==> src/rtl/riscv_mem_arbiter.sv <==
// riscv_mem_arbiter: shares one single-port memory between the instruction
// fetch requester (I) and the load/store requester (D). D has fixed priority,
// but after MAX_STREAK consecutive D grants with I waiting, I is forced ahead.
// One transaction is outstanding at a time and every output is a register.
module riscv_mem_arbiter #(
    parameter int ADDR_W     = 32,
    parameter int DATA_W     = 32,
    parameter int MAX_STREAK = 4
) (
    input  logic              clk,
    input  logic              reset,
    input  logic              i_req,
    input  logic [ADDR_W-1:0] i_addr,
    output logic              i_ack,
    output logic [DATA_W-1:0] i_rdata,
    input  logic              d_req,
    input  logic              d_we,
    input  logic [ADDR_W-1:0] d_addr,
    input  logic [DATA_W-1:0] d_wdata,
    output logic              d_ack,
    output logic [DATA_W-1:0] d_rdata,
    output logic              mem_req,
    output logic              mem_we,
    output logic [ADDR_W-1:0] mem_addr,
    output logic [DATA_W-1:0] mem_wdata,
    input  logic              mem_gnt,
    input  logic              mem_rvalid,
    input  logic [DATA_W-1:0] mem_rdata,
    output logic              err_spurious
);

    typedef enum logic [1:0] {IDLE = 2'd0, ISSUE = 2'd1, WAIT = 2'd2, RESP = 2'd3} state_t;
    typedef enum logic [1:0] {OWN_NONE = 2'd0, OWN_I = 2'd1, OWN_D = 2'd2} owner_t;

    localparam logic [3:0] STREAK_MAX = 4'(MAX_STREAK);

    state_t              state_r,     state_nxt_s;
    owner_t              owner_r,     owner_nxt_s;
    logic [3:0]          streak_r,    streak_nxt_s;
    logic                mem_req_r,   mem_req_nxt_s;
    logic                mem_we_r,    mem_we_nxt_s;
    logic [ADDR_W-1:0]   mem_addr_r,  mem_addr_nxt_s;
    logic [DATA_W-1:0]   mem_wdata_r, mem_wdata_nxt_s;
    logic                i_ack_r,     i_ack_nxt_s;
    logic                d_ack_r,     d_ack_nxt_s;
    logic [DATA_W-1:0]   i_rdata_r,   i_rdata_nxt_s;
    logic [DATA_W-1:0]   d_rdata_r,   d_rdata_nxt_s;
    logic                err_r,       err_nxt_s;
    logic                grant_d_s;
    logic                grant_i_s;

    // D wins unless I has waited through a full streak of D grants.
    assign grant_d_s = d_req && (!i_req || (streak_r != STREAK_MAX));
    assign grant_i_s = i_req && !grant_d_s;

    assign mem_req      = mem_req_r;
    assign mem_we       = mem_we_r;
    assign mem_addr     = mem_addr_r;
    assign mem_wdata    = mem_wdata_r;
    assign i_ack        = i_ack_r;
    assign d_ack        = d_ack_r;
    assign i_rdata      = i_rdata_r;
    assign d_rdata      = d_rdata_r;
    assign err_spurious = err_r;

    // Next-state, arbitration and next-output computation.
    always_comb begin
        state_nxt_s     = state_r;
        owner_nxt_s     = owner_r;
        streak_nxt_s    = streak_r;
        mem_req_nxt_s   = mem_req_r;
        mem_we_nxt_s    = mem_we_r;
        mem_addr_nxt_s  = mem_addr_r;
        mem_wdata_nxt_s = mem_wdata_r;
        i_ack_nxt_s     = 1'b0;
        d_ack_nxt_s     = 1'b0;
        i_rdata_nxt_s   = i_rdata_r;
        d_rdata_nxt_s   = d_rdata_r;
        // A response is only legitimate while waiting for one.
        err_nxt_s       = err_r | (mem_rvalid && (state_r != WAIT));

        case (state_r)
            IDLE: begin
                if (grant_d_s) begin
                    state_nxt_s     = ISSUE;
                    owner_nxt_s     = OWN_D;
                    mem_req_nxt_s   = 1'b1;
                    mem_we_nxt_s    = d_we;
                    mem_addr_nxt_s  = d_addr;
                    mem_wdata_nxt_s = d_wdata;
                    if (i_req) begin
                        streak_nxt_s = (streak_r == STREAK_MAX) ? STREAK_MAX : (streak_r + 4'd1);
                    end else begin
                        streak_nxt_s = 4'd0;
                    end
                end else if (grant_i_s) begin
                    state_nxt_s     = ISSUE;
                    owner_nxt_s     = OWN_I;
                    mem_req_nxt_s   = 1'b1;
                    mem_we_nxt_s    = 1'b0;
                    mem_addr_nxt_s  = i_addr;
                    mem_wdata_nxt_s = {DATA_W{1'b0}};
                    streak_nxt_s    = 4'd0;
                end else begin
                    state_nxt_s = IDLE;
                end
            end
            ISSUE: begin
                if (mem_gnt) begin
                    mem_req_nxt_s = 1'b0;
                    state_nxt_s   = WAIT;
                end else begin
                    state_nxt_s = ISSUE;
                end
            end
            WAIT: begin
                if (mem_rvalid) begin
                    state_nxt_s = RESP;
                    if (owner_r == OWN_I) begin
                        i_ack_nxt_s   = 1'b1;
                        i_rdata_nxt_s = mem_rdata;
                    end else if (owner_r == OWN_D) begin
                        d_ack_nxt_s = 1'b1;
                        if (!mem_we_r) begin
                            d_rdata_nxt_s = mem_rdata;
                        end else begin
                            d_rdata_nxt_s = d_rdata_r;
                        end
                    end else begin
                        state_nxt_s = IDLE;
                    end
                end else begin
                    state_nxt_s = WAIT;
                end
            end
            RESP: begin
                // The ack is visible this cycle; no arbitration until IDLE.
                state_nxt_s = IDLE;
                owner_nxt_s = OWN_NONE;
            end
            default: begin
                state_nxt_s = IDLE;
                owner_nxt_s = OWN_NONE;
            end
        endcase
    end

    // State and output registers with synchronous reset.
    always_ff @(posedge clk) begin
        if (reset) begin
            state_r     <= IDLE;
            owner_r     <= OWN_NONE;
            streak_r    <= 4'd0;
            mem_req_r   <= 1'b0;
            mem_we_r    <= 1'b0;
            mem_addr_r  <= {ADDR_W{1'b0}};
            mem_wdata_r <= {DATA_W{1'b0}};
            i_ack_r     <= 1'b0;
            d_ack_r     <= 1'b0;
            i_rdata_r   <= {DATA_W{1'b0}};
            d_rdata_r   <= {DATA_W{1'b0}};
            err_r       <= 1'b0;
        end else begin
            state_r     <= state_nxt_s;
            owner_r     <= owner_nxt_s;
            streak_r    <= streak_nxt_s;
            mem_req_r   <= mem_req_nxt_s;
            mem_we_r    <= mem_we_nxt_s;
            mem_addr_r  <= mem_addr_nxt_s;
            mem_wdata_r <= mem_wdata_nxt_s;
            i_ack_r     <= i_ack_nxt_s;
            d_ack_r     <= d_ack_nxt_s;
            i_rdata_r   <= i_rdata_nxt_s;
            d_rdata_r   <= d_rdata_nxt_s;
            err_r       <= err_nxt_s;
        end
    end

endmodule

==> config.mk <==
export PLATFORM = sky130hd
export DESIGN_NAME = riscv_mem_arbiter
export DESIGN_NICKNAME = d
export VERILOG_FILES = /design/src/rtl/riscv_mem_arbiter.sv
export SDC_FILE = /design/constraint.sdc
export NUM_CORES = 1
export LEC_CHECK = 0
export CELL_PAD_IN_SITES_DETAIL_PLACEMENT = 0
export CELL_PAD_IN_SITES_GLOBAL_PLACEMENT = 1
export CORE_ASPECT_RATIO = 0.6
export CORE_MARGIN = 3
export CORE_UTILIZATION = 33
export CTS_BUF_LIST = sky130_fd_sc_hd__clkbuf_4
export DETAILED_ROUTE_END_ITERATION = 12
export PLACE_DENSITY = 0.95
export REMOVE_ABC_BUFFERS = 1
export SLEW_MARGIN = 20
export SYNTH_ARGS = -nofsm -noshare
export SYNTH_HDL_FRONTEND = slang
export SYNTH_SLANG_ARGS = --single-unit
==> constraint.sdc <==
create_clock -name clk -period 2.5 [get_ports clk]
set_input_delay 0.75 -clock clk [delete_from_list [all_inputs] [get_ports clk]]
set_output_delay 0.75 -clock clk [all_outputs]
set_load 0.02 [all_outputs]
==> results.py, run 1 <==
metrics = {
    "run_status": {
        "status": "complete, no violations",
    },
    "cts": {
        "root_buffer": "clkbuf_4",
        "cts_resized": 0,
        "post_cts_buffers": 0,
        "cts.sinks": 141,
        "clk_path_buf_depth": 2,
        "clock_latency_ps": 500,
        "cts_tree": "yes",
        "cts.reportedPaths.clkPinSlew_ps": 120,
        "numCtsBuffers": 17,
        "hold_buffers": 0,
        "h-tree-depth": 4,
    },
    "yosys": {
        "synth_top_family_by_area": "compound AO/OA/AOI/OAI gates",
        "syn_area_mm2": 0.00602,
        "synth_fa_ha_area_frac": 0.00831,
        "synthCells": 695,
        "synth.area.mux_share": 0.0532,
        "synth_cell_types": 35,
        "yosysWarnings": 0,
        "seq_area_frac_synth": 0.469,
        "synth_simple_gate_area_frac": 0.200,
        "ys_seq_elements": 141,
        "synth_xor_xnor_area_share": 0,
        "synth.avg_cell_area_um2": 8.66,
        "synth_compound_area_frac": 0.205,
    },
    "worst_setup_path": {
        "startpoint_type": "register",
        "r2r_cells": 3,
        "cp.buffers_inverters": 1,
        "worstSetupPathDepth": 1,
        "r2r_slack_ps": 710,
        "timing.rr.start": "state_r[1]$_SDFF_PP0_",
        "cpPeakStageDelay_ps": 640,
        "crit_end": "mem_we",
        "slowest_stage": "clkdlybuf4s50_1",
        "crit_fanout": 3,
        "crit_start": "mem_we$_SDFFE_PP0P_",
        "cp_top_family": "buffers and inverters",
        "critPathCaptureType": "primary output",
        "cp.required_ps": 1750,
        "crit_type": "register to primary output",
        "crit-reg2reg-capture": "mem_addr[29]$_SDFFE_PP0P_",
        "crit_arrival_ps": 1580,
        "worstPathCellList": "clkdlybuf4s50_1",
    },
    "sta": {
        "slew_headroom": 0.458,
        "worst_pin_slew_ps": 809,
        "hold_slack_ps": 462,
        "finalCriticalPeriod_ps": 2330,
        "slew_viol_final": 0,
        "fin_ws_ps": 166,
        "rsz0062_at_grt": "no",
        "skew_ps": 28.0,
        "period_share": 0.934,
        "hold_viol": 0,
        "setup_viol": 0,
        "max_freq_ghz": 0.428,
    },
    "floorplan": {
        "core-area_mm2": 0.0175,
        "io-pin-count": 268,
        "rows": 37,
        "fp.dieH_um": 111,
        "die_w_um": 180,
        "die-area_mm2": 0.0200,
        "start_util": 0.344,
    },
    "global_route": {
        "grt_max_degree": 82,
        "grt.overflow.total": 0,
        "grt_pass1_wl_um": 32000,
        "grt_antenna_before_repair": 0,
        "grt_pass1_vias": 5873,
        "grtUsageTotal": 0.194,
    },
    "cells_and_area": {
        "multi_input_area_mm2": 0.00282,
        "diodes": 0,
        "finalNetCount": 1078,
        "fillers": 1632,
        "seq_area_mm2": 0.00282,
        "final_cells": 1185,
        "area_growth_pct": 53.0,
        "drive_gt1_frac": 0.0768,
    },
    "worst_hold_path": {
        "hold_depth": 2,
        "hold_path_class": "register to register",
    },
    "place": {
        "hpwl_um": 13900,
        "post-place-ws_ps": 85.4,
        "io_buffers": 267,
        "dp_cells": 1154,
        "finalWeightedCongestion": 0.801,
    },
    "drt": {
        "totalWireLength_um": 20100,
        "drt-initial-drc-count": 348,
        "wl_per_cell_um": 17.0,
        "vias": 6074,
        "vias_per_cell": 5.13,
        "drc": 0,
        "first_pass_iters": 5,
        "ant_nets": 0,
    },
    "pwr": {
        "max-vdd-ir-drop_uv": 256,
        "leakagePower_nw": 3.08,
        "powerDensity_mw_per_mm2": 515,
    },
    "run": {
        "cap_violations": 0,
    },
}
-- Yosys cell counts --
cell / instances / area share
dfxtp_1: 141 / 0.47
a21oi_1: 82 / 0.068
nand2_1: 69 / 0.043
o21ai_0: 68 / 0.057
nand2b_1: 66 / 0.069
nand3_1: 66 / 0.055
clkbuf_1: 39 / 0.024
mux2i_1: 32 / 0.053
buf_2: 27 / 0.022
a31oi_1: 25 / 0.026
o2111ai_1: 23 / 0.033
a311oi_1: 10 / 0.015
inv_1: 5 / 0.0031
ha_1: 4 / 0.0083
nand4_1: 4 / 0.0042
nor2_1: 4 / 0.0025
and4b_1: 3 / 0.0050
buf_8: 3 / 0.0075
o211ai_1: 3 / 0.0037
buf_4: 2 / 0.0025
buf_6: 2 / 0.0037
nand3b_1: 2 / 0.0025
nand4b_1: 2 / 0.0029
or2_2: 2 / 0.0021
a211oi_1: 1 / 0.0012
a21o_1: 1 / 0.0012
clkbuf_2: 1 / 0.00083
nand3b_4: 1 / 0.0033
nor2_2: 1 / 0.0010
nor2b_1: 1 / 0.0010
nor3_1: 1 / 0.00083
nor3_4: 1 / 0.0027
nor3b_4: 1 / 0.0031
or2_1: 1 / 0.0010
or3b_2: 1 / 0.0015
-- registers in the layout (all words and copies together) (netlist names) --
name / flops
d_ack: 1
d_rdata: 32
err_spurious: 1
i_ack: 1
i_rdata: 32
mem_addr: 32
mem_req: 1
mem_wdata: 32
mem_we: 1
owner_r: 2
state_r: 2
streak_r: 4
-- per-layer routing --
layer	vias up	wire [um]	track usage
met3	24	1950	0.0813
li1	2960	-	-
met2	213	8650	0.290
met5	-	0	0
met1	2877	9170	0.258
met4	0	350	0.0537
-- layout by cell type, fill, tap and decap left out, drive strengths merged, types with 7 or more instances in the layout --
cell           netlist  routed
a21oi               82      82
a311oi              10      10
a31oi               25      25
buf                 34      33
clkbuf              40      19
clkdlybuf4s50        0     266
clkinvlp             0       7
dfxtp              141     141
inv                  5       8
mux2i               32      32
nand2               69      69
nand2b              66      66
nand3               66      66
o2111ai             23      23
o21ai               68      68
-- how the worst min path moves through the flow --
stage / startpoint / slack (ps) / to
after floorplan: owner_r[1]$_SDFFE_PP0P_ / 480 / owner_r[1]$_SDFFE_PP0P_
after global placement: i_rdata[31]$_SDFFE_PP0P_ / 440 / i_rdata[31]$_SDFFE_PP0P_
after detailed placement: i_rdata[3]$_SDFFE_PP0P_ / 450 / i_rdata[3]$_SDFFE_PP0P_
after CTS: i_rdata[3]$_SDFFE_PP0P_ / 460 / i_rdata[3]$_SDFFE_PP0P_
after global routing: i_rdata[31]$_SDFFE_PP0P_ / 490 / i_rdata[31]$_SDFFE_PP0P_
final: i_rdata[18]$_SDFFE_PP0P_ / 460 / i_rdata[18]$_SDFFE_PP0P_
-- through the flow --
step | util | power [mW] | instance area [um2] | TNS (ps)
6_report | 0.526 | 4.74 | 9210 | 0
3_3_place_gp | 0.513 | 3.48 | 8970 | 0
2_1_floorplan | - | 2.86 | 5650 | -22570
3_5_place_dp | 0.513 | 3.49 | 8970 | 0
4_1_cts | 0.526 | 4.81 | 9210 | 0
5_1_grt | 0.526 | 4.98 | 9210 | 0
-- cells by family after synthesis --
group	count (synthesis)
and+or+nand+nor	226
AOI/OAI and AO/OA	213
DFF	141
buffers and inverters	79
muxes	32
adders and majority gates	4
-- area by class of cell --
type                       count  area share
timing repair buffer         299       0.328
sequential                   141       0.307
multi-input combinational    475       0.306
tap                          234      0.0318
clock buffer                  19      0.0155
clock inverter                12      0.0101
inverter                       5     0.00204
-- power breakdown --
group / switching (mW) / internal, mW
registers: 0.0614 / 2.35
clock network: 0.881 / 0.417
logic: 0.498 / 0.531
total: 1.44 / 3.30
No activity file was read; power rests on OpenSTA's default activity.
==> run 2: changes to the inputs <==
--- a/config.mk
+++ b/config.mk
@@ -14,6 +14,7 @@
 export DETAILED_ROUTE_END_ITERATION = 12
 export PLACE_DENSITY = 0.95
 export REMOVE_ABC_BUFFERS = 1
+export SKIP_LAST_GASP = 1
 export SLEW_MARGIN = 20
 export SYNTH_ARGS = -nofsm -noshare
 export SYNTH_HDL_FRONTEND = slang
==> results of run 2 <==
Final layout, timing and power as in run 1 (identical DEF).
==> run 3: changes to the inputs <==
--- a/config.mk
+++ b/config.mk
@@ -12,7 +12,7 @@
 export CORE_UTILIZATION = 33
 export CTS_BUF_LIST = sky130_fd_sc_hd__clkbuf_4
 export DETAILED_ROUTE_END_ITERATION = 12
-export PLACE_DENSITY = 0.95
+export PLACE_DENSITY_LB_ADDON = 0.3
 export REMOVE_ABC_BUFFERS = 1
 export SKIP_LAST_GASP = 1
 export SLEW_MARGIN = 20
==> run 3 against run 2 <==
Clock skew is 3.0 ps higher. Worst setup slack better by 14 ps. Critical endpoint unchanged. Routed wire length is 2.4% higher. Maximum frequency is 0.60% higher. Largest power group unchanged. Sequential cell count stayed put. Combinational power hardly changed. Design area is 0.91% higher. Critical path depth stayed put. Critical path type unchanged. Sequential power hardly changed. Register-to-register slack worse by 80 ps. Die area stayed put.
==> results.py, run 3 (synthesized netlist as in run 1, its figures left out) <==
metrics = {
    "cells_and_area": {
        "final_cells": 1183,
        "area_growth_pct": 54.4,
        "multi_input_area_mm2": 0.00282,
        "fillers": 1635,
        "layout_common_cells": "clkdlybuf4s50_1, dfxtp_1, a21oi_1, nand2_1, o21ai_0",
        "drive_gt1_frac": 0.0738,
        "final_cell_area_mm2": 0.00929,
        "seq_area_mm2": 0.00282,
        "final_common_cell": "clkdlybuf4s50_1",
        "finalNetCount": 1075,
        "diodes": 0,
    },
    "worst_hold_path": {
        "worst_hold_path.endpoint": "i_rdata[20]$_SDFFE_PP0P_",
        "min_from": "i_rdata[20]$_SDFFE_PP0P_",
        "hold_path_class": "register to register",
        "hold_depth": 2,
    },
    "sta": {
        "setup_viol": 0,
        "slew_headroom": 0.443,
        "worst_pin_slew_ps": 832,
        "finalCriticalPeriod_ps": 2320,
        "tns_ps": 0,
        "slew_viol_final": 0,
        "skew_ps": 31.0,
        "max_freq_ghz": 0.431,
        "period_share": 0.928,
        "rsz0062_at_grt": "no",
        "hold_viol": 0,
    },
    "cts": {
        "cts_resized": 0,
        "cts.reportedPaths.clkPinSlew_ps": 130,
        "clk_path_buf_depth": 2,
        "cts_tree": "yes",
        "root_buffer": "clkbuf_4",
        "numCtsBuffers": 17,
        "clock_latency_ps": 500,
        "h-tree-depth": 4,
        "hold_buffers": 0,
        "cts.sinks": 141,
        "post_cts_buffers": 0,
    },
    "global_route": {
        "grt_pass1_wl_um": 32800,
        "grt_max_degree": 55,
        "grt_antenna_before_repair": 0,
        "grtUsageTotal": 0.201,
        "grt_pass1_vias": 5774,
        "grt.overflow.total": 0,
    },
    "floorplan": {
        "core-area_mm2": 0.0175,
        "die_w_um": 180,
        "fp.dieH_um": 111,
        "rows": 37,
        "start_util": 0.344,
        "die-area_mm2": 0.0200,
        "io-pin-count": 268,
    },
    "place": {
        "io_buffers": 267,
        "place_area_mm2": 0.00899,
        "dp_cells": 1151,
        "finalWeightedCongestion": 0.779,
        "hpwl_um": 14300,
    },
    "drt": {
        "vias_per_cell": 5.00,
        "drc": 0,
        "vias": 5911,
        "wl_per_cell_um": 17.4,
        "totalWireLength_um": 20600,
        "first_pass_iters": 5,
        "ant_nets": 0,
        "drt-initial-drc-count": 383,
    },
    "worst_setup_path": {
        "worstPathCellList": "clkdlybuf4s50_1",
        "r2r_slack_ps": 630,
        "cpPeakStageDelay_ps": 660,
        "crit_fanout": 3,
        "cp_top_family": "buffers and inverters",
        "crit_type": "register to primary output",
        "crit_arrival_ps": 1570,
        "timing.rr.start": "state_r[1]$_SDFF_PP0_",
        "cp.buffers_inverters": 1,
        "crit-reg2reg-capture": "mem_addr[24]$_SDFFE_PP0P_",
        "slowest_stage": "clkdlybuf4s50_1",
        "critPathCaptureType": "primary output",
        "cp.required_ps": 1750,
        "startpoint_type": "register",
        "r2r_cells": 3,
    },
    "pwr": {
        "total_power_mw": 5.06,
        "max-vdd-ir-drop_uv": 303,
        "powerDensity_mw_per_mm2": 544,
        "leakagePower_nw": 3.13,
    },
    "run_status": {
        "status": "complete, no violations",
    },
    "run": {
        "cap_violations": 0,
    },
}
[run 3: how the worst max path moves through the flow]
stage                        startpoint                         to  slack [ps]  depth (start not counted)
floorplan                         i_req  mem_addr[21]$_SDFFE_PP0P_        -480                          3
CTS                 mem_we$_SDFFE_PP0P_                     mem_we          80                          1
global route        mem_we$_SDFFE_PP0P_                     mem_we          50                          1
finish              mem_we$_SDFFE_PP0P_                     mem_we         180                          1
global placement                  d_req  mem_addr[29]$_SDFFE_PP0P_         100                          4
detailed placement                d_req  mem_addr[24]$_SDFFE_PP0P_          60                          4
[run 3: stage by stage]
step / hold slack [ps] / utilization / worst slack (ps)
after floorplan: 479 / - / -484
after global placement: 443 / 0.514 / 95.5
after detailed placement: 447 / 0.514 / 61.4
after CTS: 466 / 0.531 / 79.6
after global routing: 491 / 0.531 / 52.0
final: 464 / 0.531 / 180
[run 3: final cells by class]
class / instances / share of cell area
Multi-Input combinational cell: 475 / 0.303
Tap cell: 234 / 0.0315
Sequential cell: 141 / 0.304
Timing Repair Buffer: 296 / 0.327
Clock buffer: 17 / 0.0137
Inverter: 5 / 0.00202
Clock inverter: 15 / 0.0190
[run 3: routing by layer]
layer,GRT usage,wire [um],up-vias
met5,0,0,-
li1,-,-,2953
met2,0.293,8890,172
met4,0.0465,180,0
met1,0.290,10000,2774
met3,0.0599,1480,12
[run 3: report_power, final]
group          switching, mW  internal [mW]  leakage (nW)  total (mW)
Combinational          0.505          0.529          1.82        1.03
Clock                  0.973          0.634         0.159        1.61
Sequential            0.0627           2.35          1.15        2.41
Total                   1.54           3.52          3.13        5.06
